**src/rtl/s4ga_stream_core.sv**
```systemverilog
// s4ga_stream_core: K-input LUT fabric evaluated one record at a time from a stallable SI_W-bit stream.
// Optional macro S4GA_FF_EN: per-record mode segment marks a LUT registered until frame end.

module s4ga_stream_core #(
    parameter int N    = 64,
    parameter int K    = 4,
    parameter int I    = 4,
    parameter int O    = 8,
    parameter int SI_W = 4
) (
    input  logic            clk,
    input  logic            rst_n,
    input  logic            si_valid,
    input  logic [SI_W-1:0] si,
    input  logic [I-1:0]    inputs,
    output logic [O-1:0]    outputs,
    output logic            frame_done,
    output logic            lut_valid,
    output logic            lut_out,
    output logic            err
);
    localparam int IDX_W     = $clog2(3 + I + N);
    localparam int IDX_SEGS  = (IDX_W + SI_W - 1) / SI_W;
    localparam int FLD_W     = IDX_SEGS * SI_W;
    localparam int MASK_W    = 2 ** K;
    localparam int MASK_SEGS = MASK_W / SI_W;
    localparam int SEG_MAX   = (IDX_SEGS > MASK_SEGS) ? IDX_SEGS : MASK_SEGS;
    localparam int SEG_W     = $clog2(SEG_MAX + 1);
    localparam int N_W       = $clog2(N);
    localparam int K_W       = $clog2(K + 1);

    logic [N-1:0]      luts, luts_upd;
    logic              q;
    logic [I-1:0]      ins;
    logic [N_W-1:0]    n;
    logic [K_W-1:0]    k;
    logic [SEG_W-1:0]  seg;
    logic [FLD_W-1:0]  fld, fld_full;
    logic [K-1:0]      addr;
    logic [MASK_W-1:0] mask_sh, mask_full;
    logic              seg_ok, in_mask, idx_last, mask_last, frame_end;
    logic              idx_bit, idx_bad, value, half;
`ifdef S4GA_FF_EN
    logic [N-1:0]      pending, pend_upd, regd, regd_upd;
    logic              mode_phase, cur_reg;
`endif

    always_comb begin
`ifdef S4GA_FF_EN
        seg_ok = si_valid && !mode_phase;
`else
        seg_ok = si_valid;
`endif
        in_mask   = (k == K_W'(K));
        fld_full  = (fld << SI_W) | FLD_W'(si);
        mask_full = (mask_sh << SI_W) | MASK_W'(si);
        idx_last  = seg_ok && !in_mask && (seg == SEG_W'(IDX_SEGS - 1));
        mask_last = seg_ok && in_mask && (seg == SEG_W'(MASK_SEGS - 1));
        frame_end = mask_last && (n == N_W'(N - 1));
        value     = mask_full[addr];
        half      = mask_full[{1'b0, addr[K-2:0]}];
    end

    always_comb begin
        idx_bit = 1'b0;
        idx_bad = 1'b0;
        if (fld_full == FLD_W'(1))
            idx_bit = 1'b1;
        else if (fld_full == FLD_W'(2))
            idx_bit = q;
        else if ({1'b0, fld_full} >= (FLD_W + 1)'(3 + I + N))
            idx_bad = 1'b1;
        for (int unsigned j = 0; j < I; j++)
            if (fld_full == FLD_W'(3 + j)) idx_bit = ins[j];
        for (int unsigned j = 0; j < N; j++)
            if (fld_full == FLD_W'(3 + I + j)) idx_bit = luts[j];
    end

    // Registered LUTs park their value in pending and are folded into luts at frame end.
    always_comb begin
        luts_upd = luts;
`ifdef S4GA_FF_EN
        pend_upd = pending;
        regd_upd = regd;
        if (mask_last) begin
            regd_upd[n] = cur_reg;
            if (cur_reg) pend_upd[n] = value;
            else         luts_upd[n] = value;
        end
        if (frame_end)
            for (int unsigned i = 0; i < N; i++)
                if (regd_upd[i]) luts_upd[i] = pend_upd[i];
`else
        if (mask_last) luts_upd[n] = value;
`endif
    end

    always_ff @(posedge clk or negedge rst_n) begin
        if (!rst_n) begin
            luts       <= '0;
            q          <= 1'b0;
            ins        <= '0;
            n          <= '0;
            k          <= '0;
            seg        <= '0;
            fld        <= '0;
            addr       <= '0;
            mask_sh    <= '0;
            outputs    <= '0;
            frame_done <= 1'b0;
            lut_valid  <= 1'b0;
            lut_out    <= 1'b0;
            err        <= 1'b0;
`ifdef S4GA_FF_EN
            pending    <= '0;
            regd       <= '0;
            mode_phase <= 1'b1;
            cur_reg    <= 1'b0;
`endif
        end else begin
            ins        <= inputs;
            luts       <= luts_upd;
            lut_valid  <= mask_last;
            frame_done <= frame_end;
            if (mask_last) begin
                lut_out <= value;
                q       <= half;
            end
            if (frame_end) outputs <= luts_upd[N-1 -: O];
            if (idx_last && idx_bad) err <= 1'b1;
`ifdef S4GA_FF_EN
            pending <= pend_upd;
            regd    <= regd_upd;
            if (si_valid && mode_phase) begin
                cur_reg    <= si[0];
                mode_phase <= 1'b0;
            end
            if (mask_last) mode_phase <= 1'b1;
`endif
            if (seg_ok) begin
                if (!in_mask) begin
                    if (idx_last) begin
                        addr <= {addr[K-2:0], idx_bit};
                        fld  <= '0;
                        seg  <= '0;
                        k    <= k + 1'b1;
                    end else begin
                        fld <= fld_full;
                        seg <= seg + 1'b1;
                    end
                end else if (mask_last) begin
                    mask_sh <= '0;
                    seg     <= '0;
                    k       <= '0;
                    n       <= (n == N_W'(N - 1)) ? '0 : n + 1'b1;
                end else begin
                    mask_sh <= mask_full;
                    seg     <= seg + 1'b1;
                end
            end
        end
    end
endmodule
```
**config.mk**
```make
export PLATFORM = sky130hd
export DESIGN_NAME = s4ga_stream_core
export DESIGN_NICKNAME = d
export VERILOG_FILES = /design/src/rtl/s4ga_stream_core.sv
export SDC_FILE = /design/constraint.sdc
export NUM_CORES = 1
export LEC_CHECK = 0
export ABC_AREA = 1
export CORE_UTILIZATION = 55
export DETAILED_ROUTE_END_ITERATION = 7
export PLACE_DENSITY = 0.73
export SLEW_MARGIN = 40
export SYNTH_ARGS = -nofsm -noshare
export SYNTH_HDL_FRONTEND = slang
export SYNTH_SLANG_ARGS = --single-unit
```
**constraint.sdc**
```tcl
create_clock -name clk -period 5.8 [get_ports clk]
set_input_delay 0.58 -clock clk [delete_from_list [all_inputs] [get_ports clk]]
set_output_delay 0.58 -clock clk [all_outputs]
set_load 0.02 [all_outputs]
```
==> impl_metrics.py, run 1 <==
metrics = {
    "sta": {
        "finClkSkew_ps": 10.4,
        "setup_viol": 0,
        "period_share": 0.733,
        "hold_violations": 0,
        "slew_viol_final": 0,
        "slew_headroom": 0.454,
        "fin_setup_tns_ps": 0,
        "max_freq_ghz": 0.235,
        "rsz0062_at_grt": "false",
        "period_needed_ps": 4250,
        "worst_slack_ps": 1550,
        "worst_pin_slew_ps": 813,
    },
    "drt": {
        "drt_wl_total_mm": 16.8,
        "avgRoutedWirePerCell_um": 18.6,
        "vias": 5182,
        "drc": 0,
        "detail-route-antenna-nets": 0,
        "drtIter0Drc": 535,
        "viasPerCell": 5.73,
        "first_pass_iters": 6,
    },
    "place": {
        "place_hpwl_mm": 11.8,
        "io_buffers": 22,
        "dp.cells": 872,
        "place_area_sq_mm": 0.00613,
        "pre_cts_ws_ps": 1110,
        "gp_congestion": 0.974,
    },
    "clocking": {
        "path_clk_slew_ps": 60,
        "clockRootBuffer": "clkbuf_8",
        "htree_levels": 4,
        "cts_setup_buffers": 0,
        "cts_hold_buf": 0,
        "clock-sinks": 113,
        "cts_buffer_depth": 2,
        "post_cts_resized": 0,
        "cts-buffers-inserted": 17,
        "clock_latency_ps": 540,
        "cts_tree": "yes",
    },
    "synth": {
        "yosys.area.top_type": "dfrtp_1",
        "seq_area_frac_synth": 0.488,
        "synth_top_area_frac": 0.488,
        "synthMostInstantiatedCell": "nand2_1",
        "synthTopCellsByCount": "nand2_1, dfrtp_1, nor2_1",
        "synth-async-reset-ratio": 1.00,
        "synth-edff-count": 0,
        "avgSynthCellArea_sq_um": 8.00,
        "syn_nets": 742,
        "syn-cell-area_sq_mm": 0.00580,
        "synth_cells": 725,
        "ys_warn_count": 0,
        "synthFlopType": "dfrtp_1",
        "ys_ff_latch": 113,
        "ys_top_cells_by_area": "dfrtp_1, nand2_1, nand3_1",
        "synth_cell_types": 36,
    },
    "die": {
        "coreArea_sq_mm": 0.0103,
        "die_w_um": 105,
        "ios": 23,
        "start_util": 0.564,
        "die_h_um": 105,
        "dieArea_sq_mm": 0.0110,
        "rows": 37,
    },
    "global_route": {
        "antenna_found_initial": 0,
        "grt_max_degree": 69,
        "grt_pass1_wl_mm": 27.2,
        "grt_pass1_vias": 5044,
        "overflow": 0,
        "grt_util_met3": 0.0817,
        "busiest_layer": "met2",
        "use_met2": 0.507,
        "grt_util_met1": 0.459,
        "grt_use_total": 0.337,
    },
    "min_path": {
        "hold_class": "in2async",
    },
    "run": {
        "drv_cap": 0,
    },
    "final_layout": {
        "final_nets": 772,
        "fillers": 913,
        "final_area_sq_mm": 0.00672,
        "ff_latch_area_sq_mm": 0.00283,
        "diodes": 0,
        "final_cells": 904,
        "area_growth_pct": 15.9,
        "multiInputGateArea_sq_mm": 0.00251,
        "drive_gt1_frac": 0.103,
    },
    "critical_path": {
        "cp_num_buf_inv": 1,
        "startpoint_type": "primary input",
        "critPathTopFamily": "simple AND/OR/NAND/NOR gates",
        "worst_path_most_repeated_cell": "nand4_1",
        "critPathSlowestCell": "clkdlybuf4s50_1",
        "crit_required_ps": 6220,
        "critPathMaxStageDelay_ps": 750,
        "end_kind": "flop",
        "critPathMaxFanout": 8,
        "crit_type": "in2reg",
        "worst_ep_arrival_time_ps": 4670,
    },
    "pwr": {
        "finalPower_mw": 2.76,
        "p_leak_nw": 3.06,
        "ir_drop_mv": 0.400,
        "power_density_mw_per_mm2": 410,
    },
    "run_status": {
        "status": "finished clean",
    },
}
[layout by cell type (no fill, tap or decap), types with 5 or more instances in the layout]
cell type / netlist / final
clkbuf_16: 0 / 16
o21ai_0: 68 / 68
dfrtp_1: 113 / 113
buf_4: 2 / 7
nand4_1: 20 / 20
a31o_2: 5 / 5
o21a_1: 21 / 21
nor3_1: 10 / 9
clkdlybuf4s50_1: 0 / 21
clkinv_2: 0 / 6
nand2_4: 5 / 5
inv_1: 79 / 79
a21oi_1: 25 / 25
o31ai_1: 6 / 6
ha_1: 6 / 6
nor2_1: 95 / 95
nand3_1: 78 / 78
inv_2: 10 / 10
nand2_1: 130 / 130
[area by class of cell]
cell class	count	share of cell area
Inverter	92	0.0521
Clock inverter	11	0.0203
Tap cell	136	0.0253
Clock buffer	21	0.0668
Timing Repair Buffer	29	0.0408
Sequential cell	113	0.421
Multi-Input combinational cell	502	0.374
[report_power, final]
part	switching, mW	leakage [nW]	internal (mW)
combinational	0.537	1.30	0.193
clock	0.361	0.291	0.672
sequential	0.0956	1.47	0.896
[logic make-up after synthesis]
family / synth area share
AO/OA/AOI/OAI: 0.129
XOR/XNOR: 0.00453
adder cells (fa/ha/maj): 0.0129
buffers and inverters: 0.0798
flip-flops: 0.488
multiplexers: 0.00539
AND/OR/NAND/NOR: 0.280
[path summary, 6_finish.rpt]
path / startpoint / endpoint / slack (ps) / cells after the start
max in group asynchronous: rst_n / asynchronous set/reset pin / 4760 / 2
setup / recovery: si[3] / addr[0]$_DFFE_PN0P_ / 1550 / 38
min in group clk: fld[2]$_DFFE_PN0P_ / fld[2]$_DFFE_PN0P_ / 480 / 2
hold / removal: rst_n / mask_sh[2]$_DFFE_PN0P_ / 40 / 1
setup reg to reg: fld[1]$_DFFE_PN0P_ / addr[0]$_DFFE_PN0P_ / 1830 / 40
hold reg to reg: fld[2]$_DFFE_PN0P_ / fld[2]$_DFFE_PN0P_ / 480 / 2
[metrics by stage]
step                hold slack [ps]   util
CTS                            54.5  0.654
global route                   90.7  0.654
global placement                464  0.596
finish                         40.0  0.654
floorplan                       284      -
detailed placement              469  0.597
[routing by layer]
layer  vias to the layer above  part of all wire
met5                         -                 0
met2                       210              0.45
met4                         0             0.034
met3                        48             0.068
li1                       2468                 -
met1                      2456              0.45
Note: power is estimated with default switching activity, not from simulation.
==> run 2: changes to the inputs <==
- PLACE_DENSITY: 0.73 -> 0.76
- clock period: 5.8 -> 3.4 ns (I/O delays scaled with it)
==> run 2 against run 1 <==
Against the previous run: the run now ends with setup timing left; worst setup slack worse by 1800 ps; first-iteration DRC count decreased by 22%; sequential cell count unchanged; final area rose by 6.3%; total power grew 74%; non-clock buffer count rose by 55; sequential share of layout area shrank 2.5 points; die area unchanged; via count rose by 5.5%; global-route usage about the same; core utilization grew 4.1 points; cell count rose by 6.0%; largest cell class unchanged.
==> impl_metrics.py, run 2 (synthesized netlist as in run 1, its figures left out) <==
metrics = {
    "global_route": {
        "grt_max_degree": 64,
        "grt_pass1_wl_mm": 28.0,
        "grt_use_total": 0.336,
        "overflow": 0,
        "antenna_found_initial": 0,
        "grt_pass1_vias": 5505,
    },
    "critical_path": {
        "worstRegToRegCells": 42,
        "crit_required_ps": 3810,
        "worst_ep_arrival_time_ps": 4070,
        "critPathMaxFanout": 5,
        "end_kind": "flop",
        "crit_type": "reg2reg",
        "critPathMaxStageDelay_ps": 360,
        "startpoint_type": "flop",
        "reg2reg_from": "fld[1]$_DFFE_PN0P_",
        "reg2reg_to": "addr[0]$_DFFE_PN0P_",
        "ff2ff_setup_slack_ps": -260,
        "critPathSlowestCell": "dfrtp_1",
        "worst_path_most_repeated_cell": "nand4_1",
    },
    "min_path": {
        "hold_class": "in2reg",
        "whs_endpoint": "ins[3]$_DFF_PN0_",
        "min_path_cells": 1,
        "min_from": "inputs[3]",
    },
    "pwr": {
        "p_sw_frac": 0.360,
        "power_density_mw_per_mm2": 671,
        "p_clk_frac": 0.352,
        "ir_drop_mv": 0.449,
        "p_leak_nw": 3.32,
        "combPwrFrac": 0.296,
        "p_sw_mw": 1.73,
        "finalPower_mw": 4.79,
        "intPower_mw": 3.07,
        "p_seq_frac": 0.352,
    },
    "final_layout": {
        "diodes": 0,
        "area_growth_pct": 23.2,
        "final_cells": 958,
        "final_nets": 827,
        "final_cell_mix": "nand2_1, dfrtp_1, nor2_1",
        "final_common_cell": "nand2_1",
        "drive_gt1_frac": 0.167,
        "fin_util": 0.695,
    },
    "run": {
        "drv_cap": 0,
    },
    "run_status": {
        "status": "finished, violations left",
        "violations": "setup timing",
    },
    "die": {
        "die_h_um": 105,
        "coreArea_sq_mm": 0.0103,
        "start_util": 0.564,
        "ios": 23,
        "die_w_um": 105,
        "dieArea_sq_mm": 0.0110,
        "rows": 37,
    },
    "clocking": {
        "path_clk_slew_ps": 60,
        "clock_latency_ps": 530,
        "cts_buffer_depth": 2,
        "clockRootBuffer": "clkbuf_8",
        "cts-buffers-inserted": 17,
        "cts_tree": "yes",
        "clock-sinks": 113,
        "htree_levels": 4,
    },
    "sta": {
        "worst_slack_ps": -259,
        "worst_pin_slew_ps": 758,
        "slew_headroom": 0.491,
        "max_freq_ghz": 0.273,
        "hold_violations": 0,
        "period_share": 1.08,
        "setup_viol": 1,
        "rsz0062_at_grt": "true",
        "period_needed_ps": 3660,
        "slew_viol_final": 0,
        "finClkSkew_ps": 9.39,
        "hold_slack_ps": 244,
    },
    "drt": {
        "drtIter0Drc": 417,
        "drt_wl_total_mm": 16.9,
        "viasPerCell": 5.71,
        "vias": 5467,
        "avgRoutedWirePerCell_um": 17.6,
        "detail-route-antenna-nets": 0,
        "first_pass_iters": 5,
        "drc": 0,
    },
    "place": {
        "gp_congestion": 0.977,
        "place_hpwl_mm": 12.1,
        "io_buffers": 22,
        "dp.cells": 924,
    },
}
## run 2: cell count changes in the layout (fill, tap and decap cells not counted), moves of 2 or more
cell | before | now
buf_4 | 7 | 59
clkinv_2 | 6 | 4
clkinvlp_4 | 1 | 3
nand3_1 | 78 | 76
nand3_2 | 1 | 3
## run 2: how the worst max path moves through the flow
stage,start,to,slack (ps),depth (start not counted)
after floorplan,si[3],addr[0]$_DFFE_PN0P_,140,42
after global placement,si[3],addr[0]$_DFFE_PN0P_,-670,43
after detailed placement,si[1],addr[0]$_DFFE_PN0P_,-760,42
after CTS,fld[2]$_DFFE_PN0P_,addr[0]$_DFFE_PN0P_,-260,42
after global routing,fld[2]$_DFFE_PN0P_,addr[0]$_DFFE_PN0P_,-900,42
final,fld[1]$_DFFE_PN0P_,addr[0]$_DFFE_PN0P_,-260,42
## run 2: stage by stage
stage	worst slack, ps	instance area, sq um	TNS, ps
after floorplan	139	5800	0
after global placement	-675	6530	-675
after detailed placement	-763	6530	-763
after CTS	-265	7130	-265
after global routing	-895	7150	-895
final	-259	7150	-259
## run 2: layer usage
metal / part of all wire / up-vias / GRT usage / wire length (um)
met1: 0.44 / 2648 / 0.447 / 7430
li1: - / 2567 / - / -
met2: 0.46 / 207 / 0.520 / 7730
met5: 0 / - / 0 / 0
met3: 0.066 / 45 / 0.0848 / 1110
met4: 0.037 / 0 / 0.149 / 633
## run 2: final cells by class
cell class / instances / area, sq um
clock buffer: 21 / 449
clock inverter: 10 / 111
fill: 840 / 3130
inverter: 92 / 350
multi-input combinational: 502 / 2530
sequential: 113 / 2830
tap: 136 / 170
timing repair buffer: 84 / 706
## run 2: worst max-delay path, delay by kind of cell (launching register included)
family	cells	cell delay (ps)
and+or+nand+nor	40	3000
DFF	1	360
buffers and inverters	2	190
## run 2: what timing repair did
action / in CTS / in global routing
pin swaps: 1 / 0
endpoints found under the setup margin: 1 / 1
endpoints found under the hold margin: 62 / 0
setup buffers: 1 / 1
hold buffers: 1 / 0
gates resized for setup: 7 / 0
## run 2: power groups by stage
stage / Combinational (mW) / Clock [mW] / Sequential (mW)
2_1_floorplan: 0.887 / 0 / 1.67
3_3_place_gp: 1.30 / 0 / 1.69
3_5_place_dp: 1.35 / 0 / 1.70
4_1_cts: 1.39 / 1.70 / 1.69
5_1_grt: 1.56 / 1.76 / 1.71
6_report: 1.42 / 1.69 / 1.69
